File: config.mk
export PLATFORM = sky130hd
export DESIGN_NAME = mem_port_arbiter
export DESIGN_NICKNAME = d
export VERILOG_FILES = /design/src/rtl/mem_port_arbiter.sv
export SDC_FILE = /design/constraint.sdc
export NUM_CORES = 1
export LEC_CHECK = 0
export CAP_MARGIN = 30
export CORE_UTILIZATION = 30
export CTS_CLUSTER_SIZE = 25
export DETAILED_ROUTE_END_ITERATION = 10
export PLACE_DENSITY = 0.71
export SLEW_MARGIN = 20
export SYNTH_ARGS = -nofsm -noshare
export SYNTH_HDL_FRONTEND = slang
export SYNTH_SLANG_ARGS = --single-unit
File: constraint.sdc
create_clock -name clk -period 11.95 [get_ports clk]
set_input_delay 2.39 -clock clk [delete_from_list [all_inputs] [get_ports clk]]
set_output_delay 2.39 -clock clk [all_outputs]
set_load 0.05 [all_outputs]
File: src/rtl/mem_port_arbiter.sv
// Arbitrates one single-port synchronous RAM between instruction fetch and load/store.
// MEM has priority; a starvation counter forces an IF grant after STARVE_LIMIT MEM grants.
module mem_port_arbiter #(
  parameter int unsigned ADDR_WIDTH   = 32,
  parameter int unsigned DATA_WIDTH   = 32,
  parameter int unsigned MEM_LATENCY  = 2,
  parameter int unsigned STARVE_LIMIT = 4
) (
  input  logic                    clk,
  input  logic                    rst,
  input  logic                    if_req,
  input  logic [ADDR_WIDTH-1:0]   if_addr,
  input  logic                    if_flush,
  output logic [DATA_WIDTH-1:0]   if_rdata,
  output logic                    if_ready,
  input  logic                    mem_req,
  input  logic                    mem_we,
  input  logic [ADDR_WIDTH-1:0]   mem_addr,
  input  logic [DATA_WIDTH-1:0]   mem_wdata,
  input  logic [DATA_WIDTH/8-1:0] mem_wmask,
  output logic [DATA_WIDTH-1:0]   mem_rdata,
  output logic                    mem_ready,
  output logic                    ram_en,
  output logic [DATA_WIDTH/8-1:0] ram_we,
  output logic [ADDR_WIDTH-1:0]   ram_addr,
  output logic [DATA_WIDTH-1:0]   ram_wdata,
  input  logic [DATA_WIDTH-1:0]   ram_rdata,
  output logic                    stall_if,
  output logic                    stall_mem
);

  localparam int unsigned MaskW = DATA_WIDTH / 8;
  localparam int unsigned LatW  = (MEM_LATENCY > 1) ? $clog2(MEM_LATENCY) : 1;
  localparam int unsigned StW   = $clog2(STARVE_LIMIT + 1);

  typedef enum logic [1:0] {StIdle, StIssue, StWait, StDone} state_e;
  typedef enum logic {OwnIf, OwnMem} owner_e;

  state_e                  state_q, state_d;
  owner_e                  owner_q, owner_d;
  logic [LatW-1:0]         lat_cnt_q, lat_cnt_d;
  logic [StW-1:0]          starve_cnt_q, starve_cnt_d;
  logic                    cancel_q, cancel_d;
  logic                    if_ready_q, if_ready_d;
  logic                    mem_ready_q, mem_ready_d;
  logic [DATA_WIDTH-1:0]   if_rdata_q, if_rdata_d;
  logic [DATA_WIDTH-1:0]   mem_rdata_q, mem_rdata_d;
  logic                    ram_en_q, ram_en_d;
  logic [MaskW-1:0]        ram_we_q, ram_we_d;
  logic [ADDR_WIDTH-1:0]   ram_addr_q, ram_addr_d;
  logic [DATA_WIDTH-1:0]   ram_wdata_q, ram_wdata_d;

  logic grant_mem, grant_if, flush_hit, done_entry;

  assign grant_mem = mem_req && !(if_req && (starve_cnt_q == StW'(STARVE_LIMIT)));
  assign grant_if  = if_req && !grant_mem;
  assign flush_hit = if_flush && (owner_q == OwnIf) &&
                     ((state_q == StIssue) || (state_q == StWait));

  always_comb begin
    state_d      = state_q;
    owner_d      = owner_q;
    lat_cnt_d    = lat_cnt_q;
    starve_cnt_d = starve_cnt_q;
    cancel_d     = cancel_q | flush_hit;
    ram_en_d     = 1'b0;
    ram_we_d     = '0;
    ram_addr_d   = ram_addr_q;
    ram_wdata_d  = ram_wdata_q;
    done_entry   = 1'b0;
    // RAM data is valid during the ready cycle; latch it as the ready pulse ends.
    if_rdata_d   = if_ready_q  ? ram_rdata : if_rdata_q;
    mem_rdata_d  = mem_ready_q ? ram_rdata : mem_rdata_q;

    unique case (state_q)
      StIdle: begin
        if (grant_mem || grant_if) begin
          state_d     = StIssue;
          owner_d     = grant_mem ? OwnMem : OwnIf;
          ram_en_d    = 1'b1;
          ram_addr_d  = grant_mem ? mem_addr : if_addr;
          ram_wdata_d = grant_mem ? mem_wdata : '0;
          ram_we_d    = (grant_mem && mem_we) ? mem_wmask : '0;
          if (grant_mem && if_req) begin
            if (starve_cnt_q != StW'(STARVE_LIMIT)) starve_cnt_d = starve_cnt_q + StW'(1);
          end else begin
            starve_cnt_d = '0;
          end
        end
      end
      StIssue: begin
        lat_cnt_d = LatW'(MEM_LATENCY - 1);
        if (MEM_LATENCY > 1) begin
          state_d = StWait;
        end else begin
          state_d    = StDone;
          done_entry = 1'b1;
        end
      end
      StWait: begin
        lat_cnt_d = lat_cnt_q - LatW'(1);
        if (lat_cnt_q == LatW'(1)) begin
          state_d    = StDone;
          done_entry = 1'b1;
        end
      end
      StDone: begin
        state_d  = StIdle;
        cancel_d = 1'b0;
      end
      default: state_d = StIdle;
    endcase

    if_ready_d  = done_entry && (owner_q == OwnIf) && !(cancel_q || flush_hit);
    mem_ready_d = done_entry && (owner_q == OwnMem);
  end

  always_ff @(posedge clk or posedge rst) begin
    if (rst) begin
      state_q      <= StIdle;
      owner_q      <= OwnIf;
      lat_cnt_q    <= '0;
      starve_cnt_q <= '0;
      cancel_q     <= 1'b0;
      if_ready_q   <= 1'b0;
      mem_ready_q  <= 1'b0;
      if_rdata_q   <= '0;
      mem_rdata_q  <= '0;
      ram_en_q     <= 1'b0;
      ram_we_q     <= '0;
      ram_addr_q   <= '0;
      ram_wdata_q  <= '0;
    end else begin
      state_q      <= state_d;
      owner_q      <= owner_d;
      lat_cnt_q    <= lat_cnt_d;
      starve_cnt_q <= starve_cnt_d;
      cancel_q     <= cancel_d;
      if_ready_q   <= if_ready_d;
      mem_ready_q  <= mem_ready_d;
      if_rdata_q   <= if_rdata_d;
      mem_rdata_q  <= mem_rdata_d;
      ram_en_q     <= ram_en_d;
      ram_we_q     <= ram_we_d;
      ram_addr_q   <= ram_addr_d;
      ram_wdata_q  <= ram_wdata_d;
    end
  end

  assign if_ready  = if_ready_q;
  assign mem_ready = mem_ready_q;
  assign if_rdata  = if_ready_q  ? ram_rdata : if_rdata_q;
  assign mem_rdata = mem_ready_q ? ram_rdata : mem_rdata_q;
  assign ram_en    = ram_en_q;
  assign ram_we    = ram_we_q;
  assign ram_addr  = ram_addr_q;
  assign ram_wdata = ram_wdata_q;
  assign stall_if  = if_req & ~if_ready_q;
  assign stall_mem = mem_req & ~mem_ready_q;

  // Held requests must not change while their access is on the RAM.
  mem_hold_a: assert property (@(posedge clk) disable iff (rst)
    ((state_q == StIssue || state_q == StWait) && owner_q == OwnMem) |->
      (mem_req && $stable(mem_addr) && $stable(mem_we) && $stable(mem_wdata) && $stable(mem_wmask)));

  if_hold_a: assert property (@(posedge clk) disable iff (rst)
    ((state_q == StIssue || state_q == StWait) && owner_q == OwnIf && !cancel_q && !if_flush) |->
      $stable(if_addr));

endmodule

==> metrics.cfg <==
[synth]
synth-edff-count=0
syn_inst=450
synthFlopType=dfrtp_1
synth.distinct_cells=30
yosysWarnings=0
synth_fp_nets=594
avgSynthCellArea_um2=13.2
ys_seq_area_share_pct=60.2
synth_area_um2=5940
synth-seq-cells=143
ys_async_sr_fraction_pct=100

[worst_hold_path]
hold_start=cancel_q
hp-class=reg2reg

[pwr]
power_frac_seq_pct=24.4
switchingPower_mw=1.63
p_total_mw=3.37
pwr-share-clk_pct=15.0
powerDensity_nw_per_um2=355
p_int_mw=1.74
peakVddDrop_mv=0.157
p_leak_nw=3.96
p_comb_share_pct=60.5
swShare_pct=48.4

[global_route]
antenna_found_initial=1
grt_max_degree=75
grt_usage_pct=16.1
grt_overflow=0
grt_pass1_wl_um=25300
grt_pass1_vias=4861

[setup_path]
cp-startpoint=mem_req
crit_fanout=40
r2r_slack_ns=9.66
arrival_ns=4.26
r2r_start=state_q[0]
cp-start-kind=input port
crit_required_ns=9.56
setup.worst_path.class=in2out
end_kind=output pin

[cts]
cts.clk_slew.worst_paths_ns=0.06
cts_tree=built
cts_max_level=4
cts_sinks=143
clockRootBuffer=clkbuf_16
post_cts_buffers=0
cts_buffers=17
cts.repair.resized=0
clk_path_buf_depth=2
holdBufCountCts=0
clk_latency_ns=0.41

[sta]
hold_violations=0
setup-tns-final_ns=0
setup_viol=0
min_period_ns=6.65
maxSlewViolCount=0
fmax_mhz=150
worst_pin_slew_ns=0.740
rsz0062_at_grt=no
clock_skew_ns=0.00856
slew_headroom_pct=50.6
timing.final.crit_share_pct=55.7
postLayoutSetupSlackWorst_ns=5.30

[floorplan]
fp.dieW_um=143
die_h_um=143
die_area_um2=20400
core_um2=19500
start_util_pct=30.5
num_io_pins=275
rows=51

[detailed_routing]
routed_wl_um=16200
drtIter0Drc=123
wl_per_cell_um=16.3
route.detailed.drc=0
vias=4606
viasPerCell=4.64
detail-route-antenna-nets=0
first_pass_iters=6

[finish]
layout_common_cells=clkdlybuf4s50_1, dfrtp_1, nand2_1
layout_commonest_cell=clkdlybuf4s50_1
nets=858
fin_util_pct=48.7
drive_gt1_share_pct=19.3
area_growth_pct=59.6

[run_status]
status=finished, final reports clean

[placed_design]
preCtsSetupSlack_ns=5.31
portBuffers=274
hpwl_um=10900
gp_congestion=0.695

[job]
drv_cap=0

-- worst max-delay path, stage by stage --
cell             delay [ns]
clkdlybuf4s50_1        0.45
buf_4                  0.41
nor2b_1                0.19
clkdlybuf4s50_1        0.80
-- sequential cells by signal (all words and copies together), names as in the netlist --
| signal | cells |
|---|---|
| ram_addr | 32 |
| lat_cnt_q | 1 |
| ram_we | 4 |
| ram_wdata | 32 |
| if_ready | 1 |
| state_q | 2 |
| mem_rdata_q | 32 |
| mem_ready | 1 |
| starve_cnt_q | 3 |
| owner_q | 1 |
| cancel_q | 1 |
| ram_en | 1 |
| if_rdata_q | 32 |
-- final timing paths --
kind                                   endpoint  cells past startpoint
worst min register to register         if_ready                      1
worst max-delay path                  stall_mem                      4
worst max register to register     ram_addr[24]                      7
max in group asynchronous         ram_wdata[15]                      4
min in group asynchronous       mem_rdata_q[28]                      2
worst min-delay path                   if_ready                      1
-- through the flow --
| step | instance area [µm²] | std cells | hold WS (ns) |
|---|---|---|---|
| finish | 9490 | 992 | 0.458 |
| CTS | 9430 | 989 | 0.461 |
| global route | 9490 | 991 | 0.496 |
| floorplan | 5940 | 450 | 0.417 |
| global placement | 8870 | 958 | 0.445 |
| detailed placement | 8870 | 958 | 0.437 |
-- cell usage after synthesis (all sizes together) (5+ instances only) --
| cell | number | share of area [%] |
|---|---|---|
| dfrtp | 143 | 60 |
| nand2 | 67 | 4.2 |
| mux2 | 66 | 13 |
| nand4 | 33 | 3.5 |
| a22o | 32 | 4.7 |
| o211ai | 32 | 6.6 |
| buf | 23 | 2.7 |
| clkbuf | 14 | 0.88 |
| inv | 8 | 0.51 |
| ha | 6 | 1.3 |
| and3 | 5 | 0.61 |
| o21ai | 5 | 0.48 |
-- cell type report --
cell class / count / area [µm²]
clock buffer: 20 / 457
antenna: 1 / 2.50
clock inverter: 11 / 106
tap: 265 / 332
timing repair buffer: 282 / 2840
fill: 1727 / 9970
multi-input combinational: 262 / 2130
inverter: 8 / 35.0
sequential: 143 / 3580
-- cells by family after synthesis --
logic type               share of synthesized area (%)
AO/OA/AOI/OAI                                     12.5
buffers and inverters                             4.04
multiplexers                                      12.5
AND/OR/NAND/NOR                                   9.45
adder cells (fa/ha/maj)                           1.26
flip-flops                                        60.2
-- layer usage --
layer | wire length [µm] | part of all wire, % | vias up | track usage [%]
li1 | - | - | 2150 | -
met1 | 6820 | 42 | 2260 | 19.5
met2 | 8020 | 49 | 186 | 26.9
met3 | 1230 | 7.6 | 10 | 5.84
met4 | 145 | 0.89 | 0 | 4.47
met5 | 0 | 0 | - | 0
-- power groups by stage --
stage / sequential (mW) / clock (mW) / combinational, mW
final: 0.823 / 0.506 / 2.04
after global routing: 0.852 / 0.548 / 2.14
after CTS: 0.827 / 0.524 / 2.06
after detailed placement: 0.829 / 0 / 2.06
after global placement: 0.823 / 0 / 2.04
after floorplan: 1.21 / 0 / 1.01
Power figures use the tool's default switching activity.
